File: config.mk
export PLATFORM = sky130hd
export DESIGN_NAME = param_fifo
export DESIGN_NICKNAME = d
export VERILOG_FILES = /design/src/rtl/param_fifo.sv
export SDC_FILE = /design/constraint.sdc
export NUM_CORES = 1
export LEC_CHECK = 0
export CELL_PAD_IN_SITES_DETAIL_PLACEMENT = 0
export CELL_PAD_IN_SITES_GLOBAL_PLACEMENT = 1
export CORE_ASPECT_RATIO = 1.1
export CORE_MARGIN = 5
export CORE_UTILIZATION = 55
export CTS_CLUSTER_DIAMETER = 120
export DETAILED_ROUTE_END_ITERATION = 10
export PLACE_DENSITY = 0.87
export SLEW_MARGIN = 20
export SYNTH_ARGS = -nofsm -noshare
export SYNTH_HDL_FRONTEND = slang
export SYNTH_SLANG_ARGS = --single-unit
File: constraint.sdc
create_clock -name Clk -period 7.6 [get_ports Clk]
set_clock_uncertainty 0.15 [all_clocks]
set_input_delay 1.14 -clock Clk [delete_from_list [all_inputs] [get_ports Clk]]
set_output_delay 1.14 -clock Clk [all_outputs]
set_load 0.03 [all_outputs]
File: src/rtl/param_fifo.sv
// Parametrised single-clock FIFO with active-low strobes, registered active-low status flags
// and sticky error flags. Define PARAM_FIFO_OREG_EN for a registered read-data output.
module param_fifo #(
  parameter int WIDTH      = 32,
  parameter int DEPTH      = 8,
  parameter int AFULL_LVL  = 6,
  parameter int AEMPTY_LVL = 2,
  localparam int AW = $clog2(DEPTH),
  localparam int CW = $clog2(DEPTH + 1)
) (
  input  logic             Clk,
  input  logic             RstN,
  input  logic             FClrN,
  input  logic             FInN,
  input  logic             FOutN,
  input  logic [WIDTH-1:0] Data_In,
  output logic [WIDTH-1:0] F_Data,
  output logic [CW-1:0]    F_Count,
  output logic             F_EmptyN,
  output logic             F_FullN,
  output logic             F_FirstN,
  output logic             F_LastN,
  output logic             F_SLastN,
  output logic             F_AFullN,
  output logic             F_AEmptyN,
  output logic             F_OvfN,
  output logic             F_UdfN
);

  logic [WIDTH-1:0] mem_q [DEPTH];

  logic [AW-1:0] wr_ptr_q, wr_ptr_d;
  logic [AW-1:0] rd_ptr_q, rd_ptr_d;
  logic [CW-1:0] count_q, count_d;

  logic empty_n_q, empty_n_d;
  logic full_n_q, full_n_d;
  logic first_n_q, first_n_d;
  logic last_n_q, last_n_d;
  logic slast_n_q, slast_n_d;
  logic afull_n_q, afull_n_d;
  logic aempty_n_q, aempty_n_d;
  logic ovf_n_q, ovf_n_d;
  logic udf_n_q, udf_n_d;

  logic clr;
  logic wr_req, rd_req;
  logic is_full, is_empty;
  logic wr_acc, rd_acc;

  assign clr      = !FClrN;
  assign wr_req   = !FInN;
  assign rd_req   = !FOutN;
  assign is_full  = (count_q == CW'(DEPTH));
  assign is_empty = (count_q == '0);
  // Clear swallows both strobes, so neither side is accepted in that cycle.
  assign wr_acc   = !clr && wr_req && !is_full;
  assign rd_acc   = !clr && rd_req && !is_empty;

  // Explicit wrap keeps non-power-of-two depths correct.
  function automatic logic [AW-1:0] ptr_inc(input logic [AW-1:0] p);
    return (p == AW'(DEPTH - 1)) ? '0 : p + AW'(1);
  endfunction

  always_comb begin
    wr_ptr_d = wr_ptr_q;
    rd_ptr_d = rd_ptr_q;
    count_d  = count_q;
    ovf_n_d  = ovf_n_q;
    udf_n_d  = udf_n_q;

    if (clr) begin
      wr_ptr_d = '0;
      rd_ptr_d = '0;
      count_d  = '0;
      ovf_n_d  = 1'b1;
      udf_n_d  = 1'b1;
    end else begin
      if (wr_acc) wr_ptr_d = ptr_inc(wr_ptr_q);
      if (rd_acc) rd_ptr_d = ptr_inc(rd_ptr_q);
      case ({wr_acc, rd_acc})
        2'b10:   count_d = count_q + CW'(1);
        2'b01:   count_d = count_q - CW'(1);
        default: count_d = count_q;
      endcase
      if (wr_req && is_full)  ovf_n_d = 1'b0;
      if (rd_req && is_empty) udf_n_d = 1'b0;
    end
  end

  // Flags are decoded from the next count so they always agree with F_Count.
  always_comb begin
    empty_n_d  = (count_d != '0);
    full_n_d   = (count_d != CW'(DEPTH));
    first_n_d  = (count_d != CW'(1));
    last_n_d   = (count_d != CW'(DEPTH - 1));
    slast_n_d  = (count_d != CW'(DEPTH - 2));
    afull_n_d  = !(count_d >= CW'(AFULL_LVL));
    aempty_n_d = !(count_d <= CW'(AEMPTY_LVL));
  end

  always_ff @(posedge Clk or negedge RstN) begin
    if (!RstN) begin
      wr_ptr_q   <= '0;
      rd_ptr_q   <= '0;
      count_q    <= '0;
      empty_n_q  <= 1'b0;
      full_n_q   <= 1'b1;
      first_n_q  <= 1'b1;
      last_n_q   <= 1'b1;
      slast_n_q  <= 1'b1;
      afull_n_q  <= 1'b1;
      aempty_n_q <= 1'b0;
      ovf_n_q    <= 1'b1;
      udf_n_q    <= 1'b1;
    end else begin
      wr_ptr_q   <= wr_ptr_d;
      rd_ptr_q   <= rd_ptr_d;
      count_q    <= count_d;
      empty_n_q  <= empty_n_d;
      full_n_q   <= full_n_d;
      first_n_q  <= first_n_d;
      last_n_q   <= last_n_d;
      slast_n_q  <= slast_n_d;
      afull_n_q  <= afull_n_d;
      aempty_n_q <= aempty_n_d;
      ovf_n_q    <= ovf_n_d;
      udf_n_q    <= udf_n_d;
    end
  end

  // Storage carries no reset; stale words are never visible past the pointers.
  always_ff @(posedge Clk) begin
    if (wr_acc) mem_q[wr_ptr_q] <= Data_In;
  end

`ifdef PARAM_FIFO_OREG_EN
  logic [WIDTH-1:0] data_q, data_d;

  always_comb begin
    data_d = data_q;
    if (rd_acc) data_d = mem_q[rd_ptr_q];
  end

  always_ff @(posedge Clk or negedge RstN) begin
    if (!RstN) data_q <= '0;
    else       data_q <= data_d;
  end

  assign F_Data = data_q;
`else
  assign F_Data = mem_q[rd_ptr_q];
`endif

  assign F_Count   = count_q;
  assign F_EmptyN  = empty_n_q;
  assign F_FullN   = full_n_q;
  assign F_FirstN  = first_n_q;
  assign F_LastN   = last_n_q;
  assign F_SLastN  = slast_n_q;
  assign F_AFullN  = afull_n_q;
  assign F_AEmptyN = aempty_n_q;
  assign F_OvfN    = ovf_n_q;
  assign F_UdfN    = udf_n_q;

endmodule
# After elaboration in Yosys (flattened, before gate mapping)
# Memory sizes are Yosys's and may differ from the RTL's.
# Index checks and enable logic that the tools add are counted.
word_totals:
  ff_bits: 19
  ram_bits: 256
  output_inout_bits: 45
  n_memories: 1
op_classes:
  addsub: 4
  order_cmp: 2
  eq_ne: 13
  n_mux: 14
  n_reduce_logical: 14
memory_table:
  columns: ["memory", "depth", "word_bits", "read_ports", "rd_ports_with_merged_regs", "wr", "line", "text"]
  rows:
  - ["mem_q", 8, 32, 1, 0, 1, "30", "logic [WIDTH-1:0] mem_q [DEPTH];"]
ops:
  columns: ["cell", "count"]
  rows:
  - ["2-to-1 mux 3 bit", 6]
  - ["!= test 2 x 1 -> 1 bit, second input constant", 4]
  - ["!= test 4 x 3 -> 1 bit, second input constant", 2]
  - ["case mux 4 bit (2 select lines)", 1]
  - ["adder 3 x 1 -> 3 bit, second input constant", 2]
  - ["equality test 3 bit, second input constant", 2]
  - ["logical AND 1 bit", 6]
  - ["zero test 1 bit", 6]
  - ["2-to-1 mux 1 bit", 6]
  - ["adder 4 x 1 -> 4 bit, second input constant", 1]
  - ["equality test 4 bit, second input constant", 1]
  - [">= comparator 4 x 3 -> 1 bit, second input constant", 1]
  - ["less-or-equal comparator 4 x 2 -> 1 bit, second input constant", 1]
  - ["zero test 4 bit", 1]
  - ["2-to-1 mux 4 bit", 1]
  - ["!= test 4 x 1 -> 1 bit, second input constant", 1]
  - ["!= test 4 bit, second input constant", 1]
  - ["nonzero test 4 bit", 1]
  - ["subtractor 4 x 1 -> 4 bit, second input constant", 1]
  - ["equality test 2 x 1 -> 1 bit, second input constant", 1]
  - ["equality test 2 bit, second input constant", 1]

# Depth between registers and ports, before layout
# Gate-level depths: netlist of the first run.
depth:
  ltp_word: 8
  depth_mapped: 12

# Worst setup path after synthesis of the first run
# OpenSTA, ideal clock, no wires.
synth_timing:
  kind: "in2reg"
  startpoint: "in FInN"
  endpoint: "mem mem_q[4][0] (enable)"
  arrival_time_ns: 4.181
  setup_slack_ns: 2.801
  cell_stages: 5
  cell_sequence: "inv_1 > and3_1 > clkbuf_1 > nand2b_1 > nor3b_1"
synth_between:
  elab_chain_cells: 5
synth_lines:
  columns: ["item", "line", "text"]
  rows:
  - ["from (decl)", "14", "input logic FInN,"]
  - ["zero test 1 bit", "52", "assign wr_req = !FInN;"]
  - ["logical AND 1 bit (2 in a row)", "57", "assign wr_acc = !clr && wr_req && !is_full;"]
  - ["2-to-1 mux 1 bit", "134", "if (wr_acc) mem_q[wr_ptr_q] <= Data_In;"]
  - ["2-to-1 mux 1 bit (implied by the code)", "134", null]
  - ["to (decl)", "30", null]
# No other way between the ends.

# Worst setup path after layout of the first run
layout_timing:
  startpoint: "reg rd_ptr_q[0]"
  endpoint: "out F_Data[5]"
layout_between:
  elab_chain_cells: 1
layout_lines:
  columns: ["item", "line", "text"]
  rows:
  - ["from (decl)", "33", "logic [AW-1:0] rd_ptr_q, rd_ptr_d;"]
  - ["from (signal assigned)", "118", "rd_ptr_q <= rd_ptr_d;"]
  - ["memory (8 x 32 bit)", null, null]
  - ["to (decl)", "17", "output logic [WIDTH-1:0] F_Data,"]
# No other way between the ends.

==> results of run 1 <==
worst max-delay path by stage:
stage	depth (start not counted)	slack, ns	endpoint	startpoint
finish	4	2.71	F_Data[5]	rd_ptr_q[0]$_DFFE_PN0P_
global route	4	2.44	F_Data[18]	rd_ptr_q[0]$_DFFE_PN0P_
global placement	8	2.95	F_EmptyN$_DFF_PN0_	FClrN
CTS	4	2.63	F_Data[5]	rd_ptr_q[0]$_DFFE_PN0P_
detailed placement	8	2.76	F_EmptyN$_DFF_PN0_	FClrN
floorplan	5	2.80	mem_q[4][0]$_DFFE_PP_	FInN
cells in the final DEF, fill, tap and decap left out, types with 7 or more instances in the layout:
cell	n
sky130_fd_sc_hd__buf_4	13
sky130_fd_sc_hd__clkbuf_16	27
sky130_fd_sc_hd__clkdlybuf4s50_1	81
sky130_fd_sc_hd__dfrtp_1	9
sky130_fd_sc_hd__dfstp_2	7
sky130_fd_sc_hd__edfxtp_1	256
sky130_fd_sc_hd__mux2_2	33
sky130_fd_sc_hd__mux4_2	64
sky130_fd_sc_hd__nand2_1	18
power breakdown:
group | internal, W | switching, W | leakage [nW] | total, W
Combinational | 0.000123 | 0.000134 | 1.07 | 0.000257
Clock | 0.000714 | 0.000510 | 0.394 | 0.00122
Sequential | 0.00169 | 0.0000234 | 2.54 | 0.00171
logic make-up after synthesis:
logic type	Yosys count	synth area share
DFF	275	0.770
xor gates and xnor gates	3	0.00248
AOI/OAI and AO/OA	16	0.0118
and+or+nand+nor	46	0.0240
muxes	100	0.174
adders and majority gates	6	0.00707
buffers and inverters	29	0.0111
routing by layer:
layer | wire, um | GRT usage
met3 | 1190 | 0.0359
met4 | 429 | 0.0448
met5 | 0 | 0
met1 | 8050 | 0.250
met2 | 10100 | 0.301
layout make-up:
cell class | instances | area [um^2]
sequential | 275 | 8180
clock buffer | 33 | 698
clock inverter | 13 | 115
timing repair buffer | 94 | 908
fill | 1178 | 6420
multi-input combinational | 171 | 2380
tap | 247 | 309
inverter | 6 | 22.5
flip-flops by register name, summed over array words and instances (netlist names):
register   count
F_AEmptyN      1
F_AFullN       1
F_Count        4
F_EmptyN       1
F_FirstN       1
F_FullN        1
F_LastN        1
F_OvfN         1
F_SLastN       1
F_UdfN         1
mem_q        256
rd_ptr_q       3
wr_ptr_q       3
worst register-to-register path, delay by kind of cell, from the launching register on:
kind,cells,cell delay (ns)
flops,1,0.45
compound gates,2,0.57
mux,2,0.46
fa+ha+maj,1,0.17
simple gates,3,1.27
xor+xnor,1,0.21
through the flow:
step | total power [W] | instances | utilization | setup slack [ns] | cell area, um^2
floorplan | 0.00189 | 475 | - | 2.80 | 10600
global placement | 0.00199 | 793 | 0.619 | 2.95 | 11800
detailed placement | 0.00200 | 793 | 0.619 | 2.76 | 11800
CTS | 0.00322 | 839 | 0.662 | 2.63 | 12600
global route | 0.00331 | 839 | 0.663 | 2.44 | 12600
finish | 0.00319 | 839 | 0.663 | 2.71 | 12600
==> results_tabular.tex, run 1 <==
\begin{tabular}{lr}
\hline
Metric & Value \\
\hline
\multicolumn{2}{l}{\textbf{Placement}} \\
Placed wire-length estimate & 11700 um \\
Global placement routability congestion & 0.728 \\
Number of buffer cells added on primary ports & 81 \\
\multicolumn{2}{l}{\textbf{Logic synthesis}} \\
Most numerous cell in the Yosys netlist & sky130\_fd\_sc\_hd\_\_edfxtp\_1 \\
EDFF count, synth & between 200 and 300 \\
Ys flop type & sky130\_fd\_sc\_hd\_\_edfxtp\_1 \\
FFs w/ async S/R, synth & 0.0691 \\
Number of library cell types mapped by synthesis & 37 \\
Synth Net Count & $\sim$520 \\
Synthesized cell area & between 0.01 and 0.015 mm\^{}2 \\
Post-Synthesis Mean Instance Area & 22.3 um\^{}2 \\
Area contributors post-synth & sky130\_fd\_sc\_hd\_\_edfxtp\_1 72\%, sky130\_fd\_sc\_hd\_\_mux4\_2 14\%, sky130\_fd\_sc\_hd\_\_mux2\_2 3.5\% \\
Top cell type by total area after synthesis & sky130\_fd\_sc\_hd\_\_edfxtp\_1 \\
Seq cells post-synth & 275 \\
Fraction of synthesized cell area taken by the top area cell type & 0.724 \\
Gate Count Post-Synth & $\sim$480 \\
Synth top cells by count & 256 x sky130\_fd\_sc\_hd\_\_edfxtp\_1, 64 x sky130\_fd\_sc\_hd\_\_mux4\_2, 33 x sky130\_fd\_sc\_hd\_\_mux2\_2 \\
Share of synthesized area occupied by flip-flops and latches & 0.770 \\
Ys Warns & 0 \\
\multicolumn{2}{l}{\textbf{Routing}} \\
Total wire length & between 15000 and 20000 um \\
DRT Pass-1 Iters & 5 \\
Total via count after detailed routing & between 4000 and 5000 \\
Routed vias/inst & 5.85 \\
Remaining antenna violation count & 0 \\
DRC violation total after the first TritonRoute iteration & 300 \\
Wire per inst & between 20 and 25 um \\
Post-route DRC violation count & 0 \\
\multicolumn{2}{l}{\textbf{Critical path}} \\
Destination of the worst register-to-register timing path & F\_EmptyN\$\_DFF\_PN0\_ \\
Critical Path Max Stage Delay & 0.86 ns \\
Type of element capturing the critical path & primary output \\
Worst Path Arrival & approximately 3.6 ns \\
Reg2Reg Setup Slack & approximately 4.2 ns \\
R2R cell count & 9 \\
Crit-path cells & buf\_4 > mux4\_2 > mux2\_2 > clkdlybuf4s50\_1 \\
Critical path fanouts, max & 34 \\
Crit start category & flip-flop \\
Buffering stage count on the worst path with inverters included & 2 \\
WP data required & between 6 and 7 ns \\
Critical-path cell with the highest stage delay & sky130\_fd\_sc\_hd\_\_dfrtp\_4 \\
Family with the most delay on the worst path & buffers and inverters \\
Reg-to-reg critical path startpoint & F\_Count[2]\$\_DFF\_PN0\_ \\
Type of the worst setup path & flip-flop to primary output \\
\multicolumn{2}{l}{\textbf{STA}} \\
Highest Clock Rate & 205 MHz \\
Worst-case headroom to the max-slew limit & 0.293 \\
Period minus WS final & 4.89 ns \\
Period Utilization, post-route & 0.643 \\
Least-Margin Pin Slew & 1.05 ns \\
Accumulated negative setup slack & 0 ns \\
Max Slew Vio Count & 0 \\
Worst hold slack after final layout & between 0.3 and 0.4 ns \\
Final hold vios & 0 \\
Final count of negative-setup-slack endpoints & 0 \\
Unrepaired setup endpoints after global routing & false \\
\multicolumn{2}{l}{\textbf{Clock tree}} \\
CTS tree & done \\
H-Tree Level Count & 1 \\
Latest clock arrival within the worst-skew pair & 0.52 ns \\
Num CTS Buffers & 26 \\
Buffers from clock root to sink, at most & 3 \\
Post-CTS repair timing setup buffer count & 0 \\
Clock-pin slew on the worst setup and hold paths & 0.06 ns \\
Cell chosen for the clock root & sky130\_fd\_sc\_hd\_\_clkbuf\_16 \\
Clock sink count & roughly 280 \\
Total of hold buffers inserted after clock tree synthesis & 0 \\
Post-cts repair resize count & 0 \\
\multicolumn{2}{l}{\textbf{Min path}} \\
Number of cells traversed by the worst hold path & 2 \\
Sink of the worst hold path & F\_UdfN\$\_DFFE\_PN1P\_ \\
Origin of the worst min-delay path & F\_UdfN\$\_DFFE\_PN1P\_ \\
Kind of path behind the tightest hold check & flip-flop to flip-flop \\
\multicolumn{2}{l}{\textbf{Pwr}} \\
Total power density per cell area & 253 mW/mm\^{}2 \\
Worst voltage drop across the vdd grid & 0.209 mV \\
Leakage Power & 4.01 nW \\
\multicolumn{2}{l}{\textbf{Layout}} \\
Area overhead of the layout relative to synthesis & 18.8\% \\
Antenna cells & 0 \\
Nets & 617 \\
Share of layout cells above drive strength 1 & 0.284 \\
\multicolumn{2}{l}{\textbf{Floorplanning}} \\
Initial Util & 0.558 \\
Total core area & approximately 0.019 mm\^{}2 \\
DIE WIDTH & 142 um \\
Floorplan die height & 156 um \\
Number of cell rows & 53 \\
I/O Pins & slightly above 80 \\
Total Die Area & 0.0222 mm\^{}2 \\
\multicolumn{2}{l}{\textbf{GRT}} \\
Global-route wire length before repair & 30500 um \\
Antenna violations before repair & 0 \\
Pin count of the biggest net entering global routing & 41 \\
All-layer global routing usage & 0.181 \\
Number of global-route vias before repair & roughly 5300 \\
Leftover overflow at the end of global routing & 0 \\
\multicolumn{2}{l}{\textbf{Outcome}} \\
Run status & complete, no violations \\
\multicolumn{2}{l}{\textbf{Job}} \\
Max capacitance violation total & 0 \\
\hline
\end{tabular}
Note: power is estimated with default switching activity, not from simulation.
==> run 2, diff against run 1 <==
CORE_UTILIZATION = 46   (was 55)
PLACE_DENSITY = 0.78   (was 0.87)
clock period = 4.05 ns   (was 7.6 ns; I/O delays follow)
==> run 2 against run 1 <==
  * Cell count grew 7.3%
  * Clock-buffer cell count grew 5
  * Clock power grew 98%
  * Die area grew 18%
  * First-iteration DRC count shrank 25%
  * Worst hold slack gained 0.013 ns
  * Register-to-register slack lost 3.6 ns
  * Power grew 91%
  * Critical endpoint is now F_Data[10]
  * Largest cell class unchanged
  * Largest power group unchanged
  * Highest routed layer is now met5
==> results_tabular.tex, run 2 (same netlist as run 1, synthesis figures left out) <==
\begin{tabular}{lr}
\hline
Metric & Value \\
\hline
\multicolumn{2}{l}{\textbf{Placement}} \\
Placement Cell Area & $\sim$0.012 mm\^{}2 \\
Placed wire-length estimate & approximately 12000 um \\
Worst slack at placement & 0.255 ns \\
Global placement routability congestion & between 0.7 and 0.8 \\
Number of buffer cells added on primary ports & 81 \\
\multicolumn{2}{l}{\textbf{STA}} \\
Least-Margin Pin Slew & 0.817 ns \\
Period Utilization, post-route & 0.947 \\
Worst-case headroom to the max-slew limit & 0.454 \\
Final hold vios & 0 \\
Accumulated negative setup slack & 0 ns \\
Unrepaired setup endpoints after global routing & false \\
Period minus WS final & $\sim$3.8 ns \\
Max Slew Vio Count & 0 \\
Final count of negative-setup-slack endpoints & 0 \\
Highest Clock Rate & around 260 MHz \\
Minimum setup slack in the final design & 0.213 ns \\
\multicolumn{2}{l}{\textbf{Pwr}} \\
Proportion of power drawn by flip-flops and latches & 0.524 \\
Leakage Power & between 4 and 5 nW \\
Tot Pwr & between 0.006 and 0.007 W \\
Part of the power in the clock network & 0.395 \\
Total power density per cell area & 476 mW/mm\^{}2 \\
Share of total power in combinational logic & 0.081 \\
Power Internal & between 0.004 and 0.005 W \\
Net switching share of the total power & 0.211 \\
NetSw & 0.00129 W \\
Worst voltage drop across the vdd grid & approximately 0.27 mV \\
\multicolumn{2}{l}{\textbf{GRT}} \\
Global-route wire length before repair & 31100 um \\
Antenna violations before repair & 2 \\
Pin count of the biggest net entering global routing & 45 \\
All-layer global routing usage & 0.154 \\
Leftover overflow at the end of global routing & 0 \\
Number of global-route vias before repair & 5443 \\
\multicolumn{2}{l}{\textbf{Floorplanning}} \\
DIE WIDTH & 155 um \\
Floorplan die height & roughly 170 um \\
I/O Pins & between 80 and 90 \\
Total Die Area & approximately 0.026 mm\^{}2 \\
Number of cell rows & 58 \\
Total core area & between 0.02 and 0.025 mm\^{}2 \\
Initial Util & 0.466 \\
\multicolumn{2}{l}{\textbf{Layout}} \\
Nets & between 600 and 700 \\
Most frequent standard cell in the layout excluding fill and tap cells & sky130\_fd\_sc\_hd\_\_edfxtp\_1 \\
Max reg flops & roughly 260 \\
Final core utilization & 0.563 \\
Area overhead of the layout relative to synthesis & 20.9\% \\
Antenna cells & 0 \\
Share of layout cells above drive strength 1 & 0.300 \\
Final Instance Area & 0.0128 mm\^{}2 \\
Register name with the most flops & mem\_q \\
Most frequent cells in the layout & 256 x sky130\_fd\_sc\_hd\_\_edfxtp\_1, 81 x sky130\_fd\_sc\_hd\_\_clkdlybuf4s50\_1, 64 x sky130\_fd\_sc\_hd\_\_mux4\_2 \\
\multicolumn{2}{l}{\textbf{Critical path}} \\
WP data required & 3.29 ns \\
Worst Path Arrival & roughly 3.1 ns \\
Crit-path cells & buf\_12 > mux4\_2 > mux2\_2 > clkdlybuf4s50\_1 \\
Crit start category & flip-flop \\
Type of the worst setup path & flip-flop to primary output \\
Buffering stage count on the worst path with inverters included & 2 \\
Critical Path Max Stage Delay & between 0.7 and 0.8 ns \\
Family with the most delay on the worst path & buffers and inverters \\
Type of element capturing the critical path & primary output \\
Critical-path cell with the highest stage delay & sky130\_fd\_sc\_hd\_\_dfrtp\_4 \\
Critical path fanouts, max & 33 \\
\multicolumn{2}{l}{\textbf{Routing}} \\
Wire per inst & around 22 um \\
Remaining antenna violation count & 0 \\
Total wire length & approximately 20000 um \\
DRT Pass-1 Iters & 4 \\
Routed vias/inst & 5.47 \\
Total via count after detailed routing & just under 5000 \\
DRC violation total after the first TritonRoute iteration & 224 \\
Post-route DRC violation count & 0 \\
\multicolumn{2}{l}{\textbf{Clock tree}} \\
Clock-pin slew on the worst setup and hold paths & about 0.06 ns \\
H-Tree Level Count & 1 \\
Latest clock arrival within the worst-skew pair & between 0.5 and 0.6 ns \\
Cell chosen for the clock root & sky130\_fd\_sc\_hd\_\_clkbuf\_16 \\
Total of hold buffers inserted after clock tree synthesis & 0 \\
Clock sink count & around 280 \\
Num CTS Buffers & 27 \\
Post-CTS repair timing setup buffer count & 0 \\
CTS tree & done \\
Post-cts repair resize count & 0 \\
Buffers from clock root to sink, at most & 3 \\
\multicolumn{2}{l}{\textbf{Min path}} \\
Kind of path behind the tightest hold check & flip-flop to flip-flop \\
\multicolumn{2}{l}{\textbf{Job}} \\
Max capacitance violation total & 0 \\
\multicolumn{2}{l}{\textbf{Outcome}} \\
Run status & complete, no violations \\
\hline
\end{tabular}
-- run 2: final cells by class --
type / count / area, um^2
Fill cell: 1689 / 9950
Sequential cell: 275 / 8180
Multi-Input combinational cell: 171 / 2380
Timing Repair Buffer: 101 / 998
Clock buffer: 38 / 822
Tap cell: 300 / 375
Clock inverter: 9 / 60.1
Inverter: 6 / 22.5
-- run 2: worst paths after layout --
path | start | endpoint | slack (ns) | cells past startpoint
max in group asynchronous | RstN | rd_ptr_q[0]$_DFFE_PN0P_ | 2.74 | 1
worst min register to register | F_OvfN$_DFFE_PN1P_ | F_OvfN$_DFFE_PN1P_ | 0.34 | 2
min in group asynchronous | RstN | F_Count[3]$_DFF_PN0_ | 0.40 | 1
worst max-delay path | rd_ptr_q[0]$_DFFE_PN0P_ | F_Data[10] | 0.21 | 4
worst min-delay path | F_OvfN$_DFFE_PN1P_ | F_OvfN$_DFFE_PN1P_ | 0.34 | 2
worst max register to register | F_Count[2]$_DFF_PN0_ | F_EmptyN$_DFF_PN0_ | 0.59 | 9
-- run 2: routing by layer --
layer / share of wire / GRT usage / up-vias
li1: - / - / 2193
met3: 0.056 / 0.0303 / 31
met1: 0.40 / 0.193 / 2562
met4: 0.015 / 0.0346 / 4
met2: 0.52 / 0.278 / 134
met5: 0.0012 / 0 / -
-- run 2: per-stage QoR --
step                instances  hold WS (ns)
floorplan                 475         0.162
detailed placement        853         0.319
global placement          853         0.317
CTS                       900         0.337
global route              900         0.367
finish                    900         0.337
-- run 2: power by group through the flow --
| stage | clock [W] | combinational [W] | sequential (W) |
|---|---|---|---|
| final | 0.00241 | 0.000496 | 0.00321 |
| after floorplan | 0 | 0.000282 | 0.00327 |
| after global placement | 0 | 0.000490 | 0.00326 |
| after CTS | 0.00247 | 0.000503 | 0.00321 |
| after global routing | 0.00261 | 0.000529 | 0.00321 |
| after detailed placement | 0 | 0.000500 | 0.00327 |
-- run 2: worst register-to-register path, cell delays in order, from the launching register on --
cell	delay (ns)
sky130_fd_sc_hd__dfrtp_1	0.47
sky130_fd_sc_hd__or4b_4	0.59
sky130_fd_sc_hd__a2111oi_4	0.54
sky130_fd_sc_hd__xor2_1	0.19
sky130_fd_sc_hd__ha_1	0.16
sky130_fd_sc_hd__a21oi_1	0.05
sky130_fd_sc_hd__nor2b_1	0.15
sky130_fd_sc_hd__mux2i_1	0.27
sky130_fd_sc_hd__mux2i_1	0.20
sky130_fd_sc_hd__or4_1	0.55
